--- src/rtl/buffer_resultados8.sv ---
// buffer_resultados8 -- first-word-fall-through result buffer placed after the
// 8-bit adder stage. Captures {RCO, Q} on IN_VALID, hands entries downstream
// over a valid/ready handshake, and reports occupancy plus a sticky overflow.
// Optional feature macro: BUFFER_RESULTADOS8_STATS_EN adds DROP_CNT/CARRY_CNT.
module buffer_resultados8 #(
   parameter int DEPTH = 4,
   parameter int CW    = 5
) (
   input  logic          CLK,
   input  logic          RST,
   input  logic          IN_VALID,
   input  logic [7:0]    IN_Q,
   input  logic          IN_RCO,
   input  logic          OUT_READY,
   output logic          OUT_VALID,
   output logic [7:0]    OUT_Q,
   output logic          OUT_RCO,
   input  logic          CLR_OVF,
   output logic          FULL,
   output logic          EMPTY,
   output logic [CW-1:0] COUNT,
   output logic          OVERFLOW
`ifdef BUFFER_RESULTADOS8_STATS_EN
   ,
   output logic [7:0]    DROP_CNT,
   output logic [7:0]    CARRY_CNT
`endif
);

   localparam int AW = (DEPTH > 1) ? $clog2(DEPTH) : 1;

   logic [8:0]    mem_q [DEPTH];
   logic [AW-1:0] wr_ptr_q, wr_ptr_d;
   logic [AW-1:0] rd_ptr_q, rd_ptr_d;
   logic [CW-1:0] count_q, count_d;
   logic          ovf_q, ovf_d;
   logic          pop, push, reject;

`ifdef BUFFER_RESULTADOS8_STATS_EN
   logic [7:0] drop_q, drop_d;
   logic [7:0] carry_q, carry_d;

   // Saturating 8-bit increment; the counter sticks at 255
   function automatic logic [7:0] sat_inc8(input logic [7:0] v);
      return (v == 8'hFF) ? v : v + 8'd1;
   endfunction
`endif

   assign EMPTY     = (count_q == '0);
   assign FULL      = (count_q == CW'(DEPTH));
   assign COUNT     = count_q;
   assign OVERFLOW  = ovf_q;
   assign OUT_VALID = ~EMPTY;

   // Head entry is read combinationally and forced to zero while empty
   always_comb begin
      OUT_Q   = 8'h00;
      OUT_RCO = 1'b0;
      if (!EMPTY) begin
         OUT_Q   = mem_q[rd_ptr_q][7:0];
         OUT_RCO = mem_q[rd_ptr_q][8];
      end
   end

   // Handshake decode and next-state for pointers, occupancy and flags
   always_comb begin
      pop      = OUT_VALID & OUT_READY;
      push     = IN_VALID & (~FULL | pop);
      reject   = IN_VALID & FULL & ~pop;
      wr_ptr_d = wr_ptr_q;
      rd_ptr_d = rd_ptr_q;
      count_d  = count_q;
      ovf_d    = ovf_q;
      if (push) wr_ptr_d = wr_ptr_q + AW'(1);
      if (pop)  rd_ptr_d = rd_ptr_q + AW'(1);
      if (push && !pop)      count_d = count_q + CW'(1);
      else if (pop && !push) count_d = count_q - CW'(1);
      // A reject in the same cycle as a clear keeps the flag set
      if (reject)       ovf_d = 1'b1;
      else if (CLR_OVF) ovf_d = 1'b0;
   end

   // Control state: reset has priority over every other update
   always_ff @(posedge CLK) begin
      if (RST) begin
         wr_ptr_q <= '0;
         rd_ptr_q <= '0;
         count_q  <= '0;
         ovf_q    <= 1'b0;
      end else begin
         wr_ptr_q <= wr_ptr_d;
         rd_ptr_q <= rd_ptr_d;
         count_q  <= count_d;
         ovf_q    <= ovf_d;
      end
   end

   // Storage array is data only and is never reset; writes blocked during reset
   always_ff @(posedge CLK) begin
      if (push && !RST) mem_q[wr_ptr_q] <= {IN_RCO, IN_Q};
   end

`ifdef BUFFER_RESULTADOS8_STATS_EN
   // Statistics next-state: drops and carry-bearing accepted pushes
   always_comb begin
      drop_d  = drop_q;
      carry_d = carry_q;
      if (reject)          drop_d  = sat_inc8(drop_q);
      if (push && IN_RCO)  carry_d = sat_inc8(carry_q);
   end

   // Statistics registers, cleared only by reset
   always_ff @(posedge CLK) begin
      if (RST) begin
         drop_q  <= 8'h00;
         carry_q <= 8'h00;
      end else begin
         drop_q  <= drop_d;
         carry_q <= carry_d;
      end
   end

   assign DROP_CNT  = drop_q;
   assign CARRY_CNT = carry_q;
`endif

endmodule

--- config.mk ---
export PLATFORM = sky130hd
export DESIGN_NAME = buffer_resultados8
export DESIGN_NICKNAME = d
export VERILOG_FILES = /design/src/rtl/buffer_resultados8.sv
export SDC_FILE = /design/constraint.sdc
export NUM_CORES = 1
export LEC_CHECK = 0
export ABC_CLOCK_PERIOD_IN_PS = 3300
export BUFFER_PORTS_ARGS = -buffer_cell sky130_fd_sc_hd__buf_2
export CAP_MARGIN = 20
export CORE_MARGIN = 4
export CORE_UTILIZATION = 55
export DETAILED_ROUTE_END_ITERATION = 10
export HOLD_SLACK_MARGIN = 0.03
export PLACE_DENSITY = 0.75
export RECOVER_POWER = 100
export SYNTH_ARGS = -nofsm -noshare
export SYNTH_HDL_FRONTEND = slang
export SYNTH_SLANG_ARGS = --single-unit
--- constraint.sdc ---
create_clock -name CLK -period 3.3 [get_ports CLK]
set_clock_uncertainty 0.05 [all_clocks]
set_input_delay 0.33 -clock CLK [delete_from_list [all_inputs] [get_ports CLK]]
set_output_delay 0.33 -clock CLK [all_outputs]
set_load 0.02 [all_outputs]
Word level (Yosys, flattened, before mapping)
Memories as Yosys holds them, arrays and structs flattened. A register that Yosys moved wholly into a read port is not among the register bits.
Cells that the tools add are included.
- output and inout port bits: 18
- register bits: 10
- word-level logic and storage cells: 37
- bits in writable memories: 36
- input bits: 14
- memories kept: 1
- memories (memory ; depth ; bits a word ; read ports ; clocked after Yosys merged registers in ; wr ports ; line ; text):
    mem_q ; 4 ; 9 ; 1 ; 1 ; 1 ; 32 ; logic [8:0] mem_q [DEPTH];
- reductions and logical operators: 9
- add/sub/neg operators: 4
- multiplexer cells: 10
- bitwise logic cells: 8
- equal/unequal tests: 1
- operator list (kind ; count):
    5-bit 2-to-1 mux ; 2
    8-bit 2-to-1 mux ; 1
    5-bit by 1-bit adder with 5-bit output (second input constant) ; 1
    5-bit by 3-bit equality test with 1-bit output (second input constant) ; 1
    5-bit zero test ; 1
    1-bit 2-to-1 mux ; 5
    5-bit by 1-bit subtractor with 5-bit output (second input constant) ; 1
    2-bit by 1-bit adder with 2-bit output (second input constant) ; 2
    1-bit AND ; 4
    2-bit 2-to-1 mux ; 2
    2-bit nonzero test ; 2
    1-bit logical AND ; 3
    1-bit zero test ; 3
    1-bit inverter ; 3
    1-bit bitwise OR ; 1

Logic depth before layout (Yosys ltp)
- word-level depth: 9
- mapped depth: 10
- depth with buffers taken out: 10

Worst setup path after synthesis
No wires, ideal clock.
- path kind: register to register
- start: register count_q[0] (netlist: COUNT[0])
- end: register count_q[4] (netlist: COUNT[4])
- period minus slack after synthesis: 2.811 ns
- data arrival time: 2.640 ns
- required time: 3.129 ns
- path buffers: 0
- stages on the path, launching flop included: 11
- setup slack: 0.489 ns
- cell sequence: dfxtp_1 > or4_4 > o31ai_4 > inv_1 > ha_1 > inv_1 > ha_1 > a21oi_1 > a211oi_1 > a31oi_1 > mux2_2
- longest elaborated chain between the ends: 8
- elaborated cells between the ends (all ways): 16
- RTL lines (what ; line ; text):
    from (decl) ; 35 ; logic [CW-1:0] count_q, count_d;
    from (signal assigned) ; 93 ; count_q <= count_d;
    5-bit zero test ; 49 ; assign EMPTY = (count_q == '0);
    1-bit inverter ; 53 ; assign OUT_VALID = ~EMPTY;
    1-bit AND ; 67 ; pop = OUT_VALID & OUT_READY;
    1-bit bitwise OR ; 68 ; push = IN_VALID & (~FULL | pop);
    1-bit AND ; 68 ;
    1-bit zero test ; 77 ; else if (pop && !push) count_d = count_q - CW'(1);
    1-bit logical AND ; 77 ;
    2-bit nonzero test (no source line) ; - ;
Parallel ways exist; a longest one is shown, timed or not. The select of a mux whose other input is x is not followed.
A chain may end at the register's enable or synchronous reset.

Worst setup path in the final report
Same ends and word-level chain as after synthesis.

==> run summary <==
CTS tree: done
Flop pwr share: 44.4%
Final Cycle Share: 89.5%
Mapped Cells: 135
Setup TNS: 0 ps
Starting Density: 59.3%
Outcome: finished, final reports clean
Drt wl/cell: 14.8 um
DR vias: 1152
Non-Filler Instances: 215
FFs w/ async S/R, synth: 0%
CP cell instances: or4_4 -> o31ai_4 -> inv_1 -> ha_1 -> inv_1 -> ha_1 -> a21oi_1 -> a211oi_1 -> a31oi_1 -> mux2_2
Multi-input gate area: 683 sq um
Fmax: 0.339 GHz
Pwr dens: 785 nW/um^2
Drc violations: 0
Leak pwr: 0.783 nW
CTS Buf Count: 5
Critical path class: register to register
Syn nets: 159
#FFs+latches synth: 48
Ports: 32
Hpwl dp: 2.21 mm
Synth cell types: 27
GRT Residual Overflow: 0
Tot Pwr: 0.00180 W
Register area share after synthesis: 64.3%
Synth top area cells: edfxtp_1 53%, dfxtp_1 12%, mux4_2 9.9%
RePlAce Congestion: 0.879
Routed wire length: 3.18 mm
Vias in the first global route: 1163
Reg2reg setup slack: 350 ps
Final ANT Viol Nets: 0
Internal power: 0.00114 W
Syn Area/Cell: 15.2 sq um
Clock Sinks: 48
Clock latency on the worst-skew pair: 290 ps
Filler Cell Count: 271
Critical path's top delay family: compound AO/OA/AOI/OAI gates
Initial DRC Count: 66
Ratio of cells with drive above 1 in the final layout: 13.6%
Clock power share: 17.8%
Total GRT Usage: 14.6%
Vias per cell: 5.36
Setup crit end kind: register
CP startpoint kind: register
DIE HEIGHT: 69.1 um
Post-placement cell count: 207
Cts-stage hold buffer count: 0
Area grow syn2layout: 11.7%
Global-route wire length before repair: 5.52 mm
Count of pins over their slew limit: 0
Die W: 69.1 um
Fin nets: 192
Endpoints failing hold: 0
Die area: 4780 sq um
Core region area: 3470 sq um
NetSw: 0.000664 W
VDD IR max: 0.461 mV
Switching share of power: 36.8%
CTS Buffer Depth: 2
Largest net degree at the start of global routing: 15
RSZ-0062 raised after global routing: no
Worst path max stage delay: 590 ps
EDFF count, synth: 36
Synth top area share: 52.6%
Peak fanout along the critical path: 5
Comb pwr share: 37.8%
Synth warn: 0
Buffers on Ports: 31
Top FF cell, synth: edfxtp_1
Class of the worst hold path: primary input to register
Row Count: 21
CP Buf/Inv Count: 2
CP max stage cell: or4_4
Final min period: 2950 ps
Synthesized area: 2060 sq um
Relative slew slack: 46.0%
Max cap viols: 0
Tightest Pin Transition: 807 ps
Most numerous cell in the Yosys netlist: edfxtp_1
CTS-repair resized insts: 0
CTS clk-pin slew, worst paths: 80 ps
Root buffer cell: clkbuf_8
Post-CTS setup buffer count: 0
Data required, critical path: 3430 ps
First-pass iteration count of the detailed router: 4
Register area: 1320 sq um
Final setup viols: 0
Synth area leader: edfxtp_1
Initial antenna violation count: 0
CP arrival: 3080 ps
H-Tree Depth: 2
Most frequent cells after synthesis: 36 x edfxtp_1, 15 x nor2_1, 12 x dfxtp_1
# diodes: 0
worst register-to-register path: stages, from the launching register on:
cell and delay, ps:
dfxtp_1 370, or4_4 590, o31ai_4 280, inv_1 80, ha_1 230, inv_1 160
ha_1 300, a21oi_1 180, a211oi_1 100, a31oi_1 170, mux2_2 350
power by group through the flow:
stage / logic [W] / registers, W / clock network [W]
2_1_floorplan: 0.000548 / 0.000787 / 0
3_3_place_gp: 0.000700 / 0.000811 / 0
3_5_place_dp: 0.000715 / 0.000816 / 0
4_1_cts: 0.000716 / 0.000804 / 0.000329
5_1_grt: 0.000760 / 0.000817 / 0.000354
6_report: 0.000682 / 0.000801 / 0.000320
logic make-up (layout without fill, tap and decap cells):
logic type                 count (synthesis)  in the layout  synth area share (%)
AOI/OAI and AO/OA                         11             11                  4.08
xor gates and xnor gates                   6              6                  2.56
adders and majority gates                 10             10                  6.45
buffers and inverters                     13             47                  2.50
DFF                                       48             48                  64.3
muxes                                     11             11                  10.9
and+or+nand+nor                           36             36                  9.25
layer usage:
layer  vias to the layer above  track usage [%]  share of wire [%]
met3                         4             2.91                5.2
met2                        32             25.2                 49
met4                         0             5.86                1.3
li1                        553                -                  -
met5                         -                0                  0
met1                       563             17.8                 44
path summary, 6_finish.rpt:
path | depth (start not counted) | start | to
setup reg to reg | 10 | COUNT[0] | COUNT[4]
hold / removal | 3 | CLR_OVF | OVERFLOW
setup / recovery | 10 | COUNT[0] | COUNT[4]
hold reg to reg | 2 | OVERFLOW | OVERFLOW
cells in the final DEF (no fill, tap or decap), drive strengths merged:
cell type | Yosys | routed
mux4 | 9 | 9
clkinvlp | 0 | 1
nor2 | 15 | 15
mux2 | 1 | 1
nand3b | 2 | 2
dfxtp | 12 | 12
mux2i | 1 | 1
nand2b | 1 | 1
o211ai | 1 | 1
a21oi | 5 | 5
a31oi | 1 | 1
xor2 | 4 | 4
a211oi | 1 | 1
inv | 8 | 8
edfxtp | 36 | 36
nand2 | 1 | 1
o31ai | 2 | 2
fa | 1 | 1
o21ai | 1 | 1
and2 | 4 | 4
buf | 2 | 4
or4 | 1 | 1
clkinv | 0 | 1
xnor2 | 2 | 2
nand3 | 2 | 2
clkbuf | 3 | 33
nor2b | 10 | 10
ha | 9 | 9
final cells by class:
class / count / area share (%)
clock inverters: 2 / 0.490
well taps: 46 / 2.51
multi-input cells: 74 / 29.7
repair buffers: 31 / 5.28
inverters: 8 / 1.31
clock buffers: 6 / 3.16
flip-flops and latches: 48 / 57.5
flip-flops by register name, summed over array words and instances, names as in the netlist, named ones only:
name	flops
wr_ptr_q	2
OVERFLOW	1
COUNT	5
rd_ptr_q	2
mem_q	36
stage by stage:
| step | util, % | area [sq um] | hold slack [ps] | setup WS (ps) |
|---|---|---|---|---|
| final | 66.2 | 2300 | 240 | 346 |
| after global routing | 66.2 | 2300 | 242 | 145 |
| after CTS | 67.2 | 2330 | 191 | 360 |
| after detailed placement | 64.8 | 2250 | 413 | 384 |
| after global placement | 64.8 | 2250 | 403 | 481 |
| after floorplan | - | 2060 | 379 | 489 |
Note: power is estimated with default switching activity, not from simulation.
